[src/rtl/uart_fp_pkg.sv]
// Shared types and constants for the UART floating-point operand assembler.
package uart_fp_pkg;

    localparam int SIZE_FP      = 32;
    localparam int BYTES_PER_OP = 4;
    localparam int CNT_W        = 2;

    typedef logic [CNT_W-1:0] cnt_t;

    typedef enum logic [1:0] {
        IDLE,
        COLLECT_A,
        COLLECT_B,
        HOLD
    } state_t;

endpackage

[src/rtl/uart_fp_operand_assembler_gap_timer.sv]
// Inter-byte gap timer: counts oversample ticks while enabled, pulses expire on the limit tick.
module uart_gap_timer #(
    parameter int TIMEOUT_TICKS = 704
) (
    input  logic i_clk,
    input  logic i_rst,
    input  logic enable,
    input  logic clear,
    input  logic i_stick,
    output logic expire
);

    localparam bit ACTIVE = (TIMEOUT_TICKS > 0);
    localparam int LIMIT  = ACTIVE ? TIMEOUT_TICKS : 1;
    localparam int CW     = (LIMIT > 1) ? $clog2(LIMIT) : 1;

    logic [CW-1:0] cnt_q;

    // A byte arriving on the limit tick clears the count, so it never expires.
    assign expire = ACTIVE && enable && !clear && i_stick && (cnt_q == CW'(LIMIT - 1));

    always_ff @(posedge i_clk or posedge i_rst) begin
        if (i_rst) begin
            cnt_q <= '0;
        end else if (!ACTIVE || !enable || clear || expire) begin
            cnt_q <= '0;
        end else if (i_stick) begin
            cnt_q <= cnt_q + CW'(1);
        end
    end

endmodule

[src/rtl/uart_fp_operand_assembler.sv]
// Packs received UART bytes into an A/B pair of FP operands and hands the pair
// to the FP datapath over valid/ready, flagging gap timeouts and dropped bytes.
module uart_fp_operand_assembler #(
    parameter int SIZE_DATA      = 8,
    parameter int SIZE_FP        = 32,
    parameter bit BYTE_LSB_FIRST = 1'b1,
    parameter int TIMEOUT_TICKS  = 704
) (
    input  logic                 i_clk,
    input  logic                 i_rst,
    input  logic                 i_stick,
    input  logic [SIZE_DATA-1:0] i_rx_data,
    input  logic                 i_rx_done,
    input  logic                 i_op_ready,
    output logic [SIZE_FP-1:0]   o_op_a,
    output logic [SIZE_FP-1:0]   o_op_b,
    output logic                 o_op_valid,
    output logic                 o_full,
    output logic                 o_timeout_err,
    output logic                 o_drop_err
);

    import uart_fp_pkg::*;

    localparam cnt_t LAST = cnt_t'(BYTES_PER_OP - 1);

    state_t             state_q, state_d;
    cnt_t               cnt_q, cnt_d;
    logic [SIZE_FP-1:0] op_a_q, op_b_q;
    logic               wr_a, wr_b;
    logic               timeout_d, drop_d;
    logic               timeout_q, drop_q;
    logic               in_collect;
    logic               expire;

    assign in_collect = (state_q == COLLECT_A) || (state_q == COLLECT_B);

    uart_gap_timer #(
        .TIMEOUT_TICKS (TIMEOUT_TICKS)
    ) u_gap_timer (
        .i_clk   (i_clk),
        .i_rst   (i_rst),
        .enable  (in_collect),
        .clear   (i_rx_done),
        .i_stick (i_stick),
        .expire  (expire)
    );

    always_comb begin
        state_d   = state_q;
        cnt_d     = cnt_q;
        wr_a      = 1'b0;
        wr_b      = 1'b0;
        timeout_d = 1'b0;
        drop_d    = 1'b0;
        case (state_q)
            IDLE: begin
                if (i_rx_done) begin
                    wr_a    = 1'b1;
                    cnt_d   = cnt_t'(1);
                    state_d = COLLECT_A;
                end
            end
            COLLECT_A: begin
                if (i_rx_done) begin
                    wr_a = 1'b1;
                    if (cnt_q == LAST) begin
                        state_d = COLLECT_B;
                        cnt_d   = '0;
                    end else begin
                        cnt_d = cnt_q + cnt_t'(1);
                    end
                end else if (expire) begin
                    state_d   = IDLE;
                    cnt_d     = '0;
                    timeout_d = 1'b1;
                end
            end
            COLLECT_B: begin
                if (i_rx_done) begin
                    wr_b = 1'b1;
                    if (cnt_q == LAST) begin
                        state_d = HOLD;
                        cnt_d   = '0;
                    end else begin
                        cnt_d = cnt_q + cnt_t'(1);
                    end
                end else if (expire) begin
                    state_d   = IDLE;
                    cnt_d     = '0;
                    timeout_d = 1'b1;
                end
            end
            HOLD: begin
                // A byte landing on the handshake cycle starts the next pair (cnt_q is 0 here).
                if (i_op_ready) begin
                    if (i_rx_done) begin
                        wr_a    = 1'b1;
                        cnt_d   = cnt_t'(1);
                        state_d = COLLECT_A;
                    end else begin
                        cnt_d   = '0;
                        state_d = IDLE;
                    end
                end else if (i_rx_done) begin
                    drop_d = 1'b1;
                end
            end
            default: begin
                state_d = IDLE;
                cnt_d   = '0;
            end
        endcase
    end

    always_ff @(posedge i_clk or posedge i_rst) begin
        if (i_rst) begin
            state_q   <= IDLE;
            cnt_q     <= '0;
            timeout_q <= 1'b0;
            drop_q    <= 1'b0;
        end else begin
            state_q   <= state_d;
            cnt_q     <= cnt_d;
            timeout_q <= timeout_d;
            drop_q    <= drop_d;
        end
    end

    // Byte lanes are overwritten in place; no clear between pairs.
    always_ff @(posedge i_clk or posedge i_rst) begin
        if (i_rst) begin
            op_a_q <= '0;
            op_b_q <= '0;
        end else begin
            for (int k = 0; k < BYTES_PER_OP; k++) begin
                if (cnt_q == cnt_t'(k)) begin
                    if (wr_a) begin
                        op_a_q[(BYTE_LSB_FIRST ? k : BYTES_PER_OP - 1 - k) * SIZE_DATA +: SIZE_DATA] <= i_rx_data;
                    end
                    if (wr_b) begin
                        op_b_q[(BYTE_LSB_FIRST ? k : BYTES_PER_OP - 1 - k) * SIZE_DATA +: SIZE_DATA] <= i_rx_data;
                    end
                end
            end
        end
    end

    assign o_op_a        = op_a_q;
    assign o_op_b        = op_b_q;
    assign o_op_valid    = (state_q == HOLD);
    assign o_full        = (state_q == HOLD);
    assign o_timeout_err = timeout_q;
    assign o_drop_err    = drop_q;

endmodule

[config.mk]
export PLATFORM = sky130hd
export DESIGN_NAME = uart_fp_operand_assembler
export DESIGN_NICKNAME = d
export VERILOG_FILES = /design/src/rtl/uart_fp_pkg.sv /design/src/rtl/uart_fp_operand_assembler_gap_timer.sv /design/src/rtl/uart_fp_operand_assembler.sv
export SDC_FILE = /design/constraint.sdc
export NUM_CORES = 1
export LEC_CHECK = 0
export BUFFER_PORTS_ARGS = -buffer_cell sky130_fd_sc_hd__clkbuf_2
export CAP_MARGIN = 30
export CORE_AREA = 2 2 88 90
export CTS_BUF_LIST = sky130_fd_sc_hd__clkbuf_4 sky130_fd_sc_hd__clkbuf_8 sky130_fd_sc_hd__clkbuf_16
export DETAILED_ROUTE_END_ITERATION = 12
export DIE_AREA = 0 0 90 92
export GPL_ROUTABILITY_DRIVEN = 0
export PLACE_DENSITY = 0.72
export SLEW_MARGIN = 40
export SYNTH_ARGS = -nofsm -noshare
export SYNTH_HDL_FRONTEND = slang
export SYNTH_HIERARCHICAL = 1
export SYNTH_SLANG_ARGS = --single-unit
[constraint.sdc]
create_clock -name i_clk -period 2.25 [get_ports i_clk]
set_input_delay 0.3375 -clock i_clk [delete_from_list [all_inputs] [get_ports i_clk]]
set_output_delay 0.3375 -clock i_clk [all_outputs]
set_load 0.02 [all_outputs]
# Yosys cells after proc, flatten, opt, wreduce, memory -nomap -nowiden
# Index checks and enable logic that the tools add are counted.
[totals]
reg_bits = 80
latchBits = 0
ramBits = 0
romBits = 0
in_bits = 13
out_inout_bits = 68
word_cells = 74
mem_count = 0
[classes]
addsub = 2
n_mul = 0
n_div = 0
order_cmp = 0
n_eq_ne = 12
shift = 0
mux = 24
bitwise = 0
n_reduce_logical = 23
[op_table]
columns = ["op", "n"]
rows = [
  ["10-bit 2-to-1 mux", 2],
  ["2-bit 2-to-1 mux", 10],
  ["2-bit AND reduction", 8],
  ["10-bit by 1-bit adder with 10-bit output (second input constant)", 1],
  ["10-bit == test (second input constant)", 1],
  ["1-bit 2-to-1 mux", 9],
  ["2-bit == test (second input constant)", 4],
  ["2-bit case mux with 4 select lines", 1],
  ["3-bit by 2-bit inequality test with 1-bit output (second input constant)", 2],
  ["2-bit case mux with 3 select lines", 1],
  ["2-bit by 1-bit == test with 1-bit output (second input constant)", 2],
  ["2-bit zero test", 2],
  ["2-bit inequality test (second input constant)", 2],
  ["4-bit AND reduction", 1],
  ["2-bit OR reduction", 2],
  ["1-bit logical AND", 3],
  ["1-bit logical OR", 3],
  ["3-bit by 1-bit inequality test with 1-bit output (second input constant)", 1],
  ["3-bit AND reduction", 1],
  ["2-bit by 1-bit adder with 2-bit output (second input constant)", 1],
  ["1-bit zero test", 2],
  ["1-bit case mux with 2 select lines", 1],
  ["2-bit nonzero test", 1],
]

# Longest topological paths before layout
# Gate-level depths: netlist of the first run.
[depth]
ltp_word = 8
mapped_depth = 8
ltp_nobuf = 8

# Hierarchy
# Netlist of the first run, hierarchy kept.
[modules_own_cells]
columns = ["module", "n_inst", "cells_each", "area_each_um2", "seq_area_each_um2"]
rows = [
  ["uart_fp_operand_assembler", 1, 192, 2872.8, 1751.7],
  ["uart_gap_timer", 1, 50, 523.0, 250.2],
]

# Worst setup path before layout of the first run
# OpenSTA, ideal clock, no wires.
[synth_path]
path_kind = "register to register"
startpoint = "register state_q[0]"
endpoint = "register cnt_q[0] (netlist name)"
setup_ns = 0.125
t_arrival_ns = 1.881
t_required_ns = 2.125
slack_ns = 0.245
path_stages_with_launch = 9
path_buffers = 0
synth_period_minus_slack_ns = 2.005
path_cell_list = "dfrtp_1 inv_1 ha_1 nor2b_1 and2_1 inv_1 a21oi_1 o21a_1 mux2_2"
[synth_lines]
columns = ["item", "line", "source"]
rows = [
  ["start: declaration", "uart_fp_operand_assembler.sv:27", "state_t state_q, state_d;"],
  ["start signal: assignment", "uart_fp_operand_assembler.sv:123", "state_q <= state_d;"],
]

# Final worst setup path of the first run
[layout_path]
startpoint = "register state_q[0]"
endpoint = "register op_a_q[14], in the netlist o_op_a[14]"
[layout_via]
elab_chain_cells = 4
word_cells_on_any_way = 6
cone_classes = "eq/ne (2); mux (1); reduce/logical (3)"
[layout_rtl]
columns = ["item", "line", "source"]
rows = [
  ["2-bit by 1-bit == test with 1-bit output or 2-bit zero test (tied branches)", "uart_fp_operand_assembler.sv:56", "case (state_q)"],
  ["2-bit OR reduction (no line)", "--", ""],
  ["1-bit case mux with 2 select lines (*)", "uart_fp_operand_assembler.sv:56", ""],
  ["2-bit AND reduction (no line) (*)", "--", ""],
  ["end signal: indexed assignment", "uart_fp_operand_assembler.sv:139", "op_a_q[(BYTE_LSB_FIRST ? k : BYTES_PER_OP - 1 - k) * SIZE_DATA +: SIZE_DATA] <= i_rx_data;"],
  ["end: declaration", "uart_fp_operand_assembler.sv:29", "logic [SIZE_FP-1:0] op_a_q, op_b_q;"],
]
# Mark *: on every way between the ends. The rest lies on a longest branch, timed or not.
# A chain may end at the register's enable or synchronous reset.

==> results of run 1 <==
==> metrics by stage <==
step	hold slack (ns)	setup WS (ns)	total power, mW	std cells	util [%]
2_1_floorplan	0.178	0.144	4.00	242	-
3_3_place_gp	0.337	0.282	4.80	427	53.2
3_5_place_dp	0.340	0.217	4.87	427	53.2
4_1_cts	0.181	0.193	6.05	444	56.4
5_1_grt	0.186	0.0343	6.34	444	56.4
6_report	0.198	0.203	5.98	444	56.4
==> placed cells by master, fill, tap and decap left out, types with 4 or more instances in the layout <==
master / instances
dfrtp_1: 80
clkbuf_2: 80
mux2_2: 63
ha_1: 12
nor2_1: 10
clkbuf_8: 9
inv_1: 8
a21oi_1: 7
nand2_1: 7
o21ai_0: 6
buf_4: 5
nand2_2: 4
nand3_1: 4
==> synth_stat cells, types with 2 or more instances <==
cell	n
nand2_1	7
or4_1	2
nand3_1	4
or3_1	2
ha_1	12
xor2_1	3
o21ai_0	6
mux2_1	2
a21oi_1	7
mux2_2	63
nand4_2	2
nor2_1	10
nand4_1	2
nor2b_1	3
inv_1	9
nor3_1	2
o31ai_1	2
dfrtp_1	80
nand2_2	4
==> sequential cells by signal (all words and copies together), names as in the netlist <==
| name | flops |
|---|---|
| o_timeout_err | 1 |
| cnt_q | 2 |
| state_q | 2 |
| o_op_b | 32 |
| o_op_a | 32 |
| u_gap_timer/cnt_q | 10 |
| o_drop_err | 1 |
==> routing by layer <==
layer	vias to the layer above	routed length, um
li1	1052	-
met1	1124	3240
met2	59	3410
met3	7	313
met4	0	93
met5	-	0
==> power breakdown <==
group,internal (mW),switching [mW],total (mW)
sequential,2.00,0.316,2.31
clock,0.643,0.522,1.17
combinational,1.05,1.45,2.50
==> kinds of logic (layout without fill, tap and decap cells) <==
group / Yosys count / in the layout / share of synthesized area [%]
simple gates: 45 / 45 / 7.70
buf+inv: 12 / 112 / 1.47
flops: 80 / 80 / 59.0
fa+ha+maj: 12 / 12 / 4.42
xor+xnor: 4 / 4 / 1.03
mux: 66 / 66 / 21.8
compound gates: 23 / 23 / 4.57
==> worst paths after layout <==
check | from | to | slack, ns
worst max-delay path | state_q[0] | o_op_a[14] | 0.20
worst min-delay path | i_op_ready | o_drop_err | 0.20
worst max register to register | state_q[0] | o_op_a[14] | 0.20
worst min register to register | o_op_b[15] | o_op_b[15] | 0.51
max in group asynchronous | i_rst | o_op_b[18] | 1.08
min in group asynchronous | i_rst | u_gap_timer/cnt_q[1] | 0.51
==> cell type report <==
| class | instances | area [um2] |
|---|---|---|
| fillers | 672 | 3250 |
| flip-flops and latches | 80 | 2000 |
| multi-input cells | 150 | 1340 |
| repair buffers | 87 | 468 |
| clock buffers | 10 | 131 |
| well taps | 102 | 128 |
| clock inverters | 6 | 90.1 |
| inverters | 9 | 33.8 |
==> what timing repair did <==
| action | in CTS | in global routing |
|---|---|---|
| hold endpoints to repair | 10 | 0 |
| hold buffers | 1 | 0 |
| gates resized for setup | 0 | 0 |
==> flow_metrics.tcl, run 1 <==
set metrics [dict create \
    cp_max_fo 8 \
    dp_hpwl_mm 5.13 \
    grt_first_pass_wirelength_mm 11.3 \
    power_density_mw_per_mm2 1420 \
    crit_type "register to register" \
    grt_use_met3_pct 5.26 \
    grtUsageTotal_pct 17.8 \
    syn_to_final_growth_pct 23.6 \
    wire_per_inst_um 15.9 \
    n_antenna_cell 0 \
    ys_ff_latch 80 \
    relSlewSlack_pct 65.4 \
    yosys_warnings 6 \
    routed_wl_mm 7.06 \
    cts_setup_buffers 0 \
    crit_family "simple AND/OR/NAND/NOR gates" \
    drt_first_pass_iters 4 \
    busiest_layer "met2" \
    pin_count 81 \
    maxCapViolCount 0 \
    cpMaxStageDelayCell "dfrtp_1" \
    tightest_slew_ns 0.517 \
    syn_inst 242 \
    grt_max_degree 34 \
    p_leak_nw 2.10 \
    final_area_mm2 0.00420 \
    syn_nets 267 \
    hold_viol_final 0 \
    num_vias 2242 \
    antenna_found_initial 0 \
    via_per_inst 5.05 \
    dieArea_mm2 0.00828 \
    crit_chain "inv_1 > ha_1 > a211oi_1 > nor3b_2 > nand2_2 > mux2_1" \
    die_w_um 90 \
    holdPathStages 2 \
    peakVddDrop_v 0.000830 \
    synth_top_area_share_pct 59.0 \
    drive_gt1_share_pct 51.2 \
    synth_flop_cell "dfrtp_1" \
    critPathRequiredTime_ns 2.48 \
    worst-path-stages 6 \
    arrival_ns 2.28 \
    rsz0062_at_grt "false" \
    syn_area_mm2 0.00340 \
    critPathBufInv 1 \
    report.final.slew_viol_count 0 \
    seq_area_frac_synth_pct 59.0 \
    end_kind "register" \
    portBuffers 80 \
    path_clk_slew_ns 0.08 \
    worstSetupStartpointType "register" \
    synth_area_leaders "dfrtp_1 59%, mux2_2 21%, ha_1 4.4%, nor2_1 1.1%, a21oi_1 1.0%" \
    core.rowCount 32 \
    clockBufferDepth 2 \
    place_area_mm2 0.00397 \
    grt_pass1_vias 2164 \
    drc 0 \
    syn_avg_cell_area_um2 14.0 \
    status "finished clean" \
    met1_usage_pct 24.1 \
    r2r_cells 6 \
    clock_latency_ns 0.35 \
    synth_cell_types 39 \
    ant_nets 0 \
    setup_tns_ns 0 \
    tritoncts "yes" \
    num-nets-final 362 \
    coreArea_mm2 0.00745 \
    setup_violations 0 \
    overflow 0 \
    grt_util_met2_pct 27.8 \
    async_flop_share_pct 100 \
    cts_root_buffer "clkbuf_8" \
    cts.sinks 80 \
    finalCriticalPeriod_ns 2.05 \
    synth_edf_count 0 \
    htreeDepth 3 \
    start_util_pct 45.6 \
    holdCritPathClass "primary input to register" \
    drt_iter0_drc 60 \
    fin_skew_ns 0.00810 \
    slowest_delay_ns 0.44 \
    fmax_ghz 0.488 \
    numCtsBuffers 9 \
    die_h_um 92 \
    yosysTopAreaCell "dfrtp_1" \
    final.period_utilization_pct 91.0 \
]
No activity file was read; power rests on OpenSTA's default activity.
==> inputs of run 2 (changes only) <==
CORE_AREA = 2 2 67 117   (was 2 2 88 90)
DIE_AREA = 0 0 69 119   (was 0 0 90 92)
PLACE_DENSITY = 0.73   (was 0.72)
==> flow_metrics.tcl, run 2 (same netlist as run 1, synthesis figures left out) <==
set metrics [dict create \
    status "finished, violations left" \
    violations "negative hold slack" \
    arrival_ns 2.29 \
    rr_endpoint "cnt_q[0]" \
    antenna_found_initial 0 \
    holdCritPathClass "primary input to async pin" \
    swShare_pct 35.9 \
    ant_nets 0 \
    power.share.clock_pct 25.7 \
    cp_max_fo 5 \
    num_vias 2276 \
    via_per_inst 5.34 \
    fin_skew_ns 0.00430 \
    relSlewSlack_pct 61.4 \
    die_w_um 69 \
    hold_viol_final 10 \
    drt_iter0_drc 133 \
    wire_per_inst_um 17.5 \
    syn_to_final_growth_pct 26.1 \
    critPathRequiredTime_ns 2.47 \
    start_util_pct 46.2 \
    p_comb_share_pct 38.6 \
    grtUsageTotal_pct 19.3 \
    power.switching_mw 2.34 \
    dieArea_mm2 0.00821 \
    finalCriticalPeriod_ns 2.07 \
    dp_hpwl_mm 5.37 \
    cts_root_buffer "clkbuf_16" \
    setup_tns_ns 0 \
    drt_first_pass_iters 4 \
    rsz0062_at_grt "false" \
    setup_violations 0 \
    tritoncts "yes" \
    numCtsBuffers 9 \
    num-nets-final 359 \
    report.final.slew_viol_count 0 \
    portBuffers 80 \
    overflow 0 \
    clock_latency_ns 0.33 \
    routed_wl_mm 7.46 \
    drc 0 \
    mostFrequentLayoutCells "80 x clkbuf_2, 79 x dfrtp_1, 63 x mux2_2" \
    rrSetupSlack_ns 0.18 \
    maxCapViolCount 0 \
    htreeDepth 3 \
    pin_count 81 \
    die_h_um 119 \
    drive_gt1_share_pct 51.5 \
    fmax_ghz 0.482 \
    end_kind "register" \
    final.period_utilization_pct 92.2 \
    crit_type "register to register" \
    n_antenna_cell 0 \
    path_clk_slew_ns 0.06 \
    coreArea_mm2 0.00736 \
    hold_slack_ns -0.00705 \
    grt_pass1_vias 2325 \
    rr_startpoint "state_q[1]" \
    core.rowCount 42 \
    pwr-share-seq_pct 35.7 \
    grt_max_degree 47 \
    final_common_cell "clkbuf_2" \
    grt_first_pass_wirelength_mm 12.1 \
    tightest_slew_ns 0.577 \
    nFillCells 634 \
    worstSetupStartpointType "register" \
    internal_power_mw 4.18 \
    clockBufferDepth 2 \
    peakVddDrop_v 0.000487 \
    power_density_mw_per_mm2 1520 \
    cts.sinks 80 \
    r2r_cells 8 \
    p_leak_nw 2.15 \
]
[run 2: cell count changes in the layout (fill, tap and decap cells not counted), moves of 2 or more]
| cell | change |
|---|---|
| clkbuf_16 | +9 |
| clkbuf_8 | -8 |
| buf_4 | -2 |
| inv_6 | -2 |
[run 2: cell type report]
cell class                 instances  area, um2  area share [%]
sequential                        80       2000            46.8
multi-input combinational        150       1350            31.5
timing repair buffer              84        443            10.3
clock buffer                      12        254            5.93
tap                               88        110            2.57
clock inverter                     3       90.1            2.10
inverter                           9       33.8           0.789
[run 2: how the worst max path moves through the flow]
stage,to,startpoint,cells past startpoint
floorplan,cnt_q[0],i_rst,1
global placement,cnt_q[0],state_q[0],8
detailed placement,cnt_q[0],state_q[0],8
CTS,cnt_q[0],state_q[0],8
global route,cnt_q[0],state_q[1],8
finish,cnt_q[0],state_q[1],8
[run 2: power by group through the flow]
| stage | combinational (mW) | clock [mW] | sequential [mW] |
|---|---|---|---|
| 2_1_floorplan | 1.07 | 0 | 2.94 |
| 3_3_place_gp | 2.47 | 0 | 2.32 |
| 3_5_place_dp | 2.53 | 0 | 2.35 |
| 4_1_cts | 2.55 | 1.71 | 2.33 |
| 5_1_grt | 2.71 | 1.77 | 2.40 |
| 6_report | 2.52 | 1.68 | 2.33 |
[run 2: what timing repair did]
action | 4_1_cts | 5_1_grt
resized for setup | 0 | 2
setup endpoints to repair | 0 | 1
hold buffers | 0 | 0
buffers inserted | 0 | 0
[run 2: per-stage QoR]
stage                     setup WS (ns)  total power [mW]  utilization (%)  instance area [um2]  std cells
after floorplan                   0.144              4.00                -                 3400        242
after detailed placement          0.232              4.88             53.5                 3930        411
final                             0.175              6.52             58.2                 4280        426
after CTS                         0.141              6.58             58.1                 4280        426
after global routing           0.000200              6.88             58.2                 4280        426
after global placement            0.283              4.79             53.5                 3930        411
[run 2: worst max-delay path: stages (launching register included)]
cell and delay, ns:
dfrtp_1 0.41, inv_1 0.12, ha_1 0.33, nor2b_1 0.19, and2_4 0.18, inv_1 0.05, a21oi_1 0.17, o21a_1 0.17
mux2_2 0.34
[run 2: metal layers]
layer  global-route usage, %  up-vias  part of all wire [%]
met3                    5.16       12                   3.7
met2                    34.3       54                    56
li1                        -     1047                     -
met4                    7.84        0                   2.2
met1                    21.7     1163                    38
met5                       0        -                     0
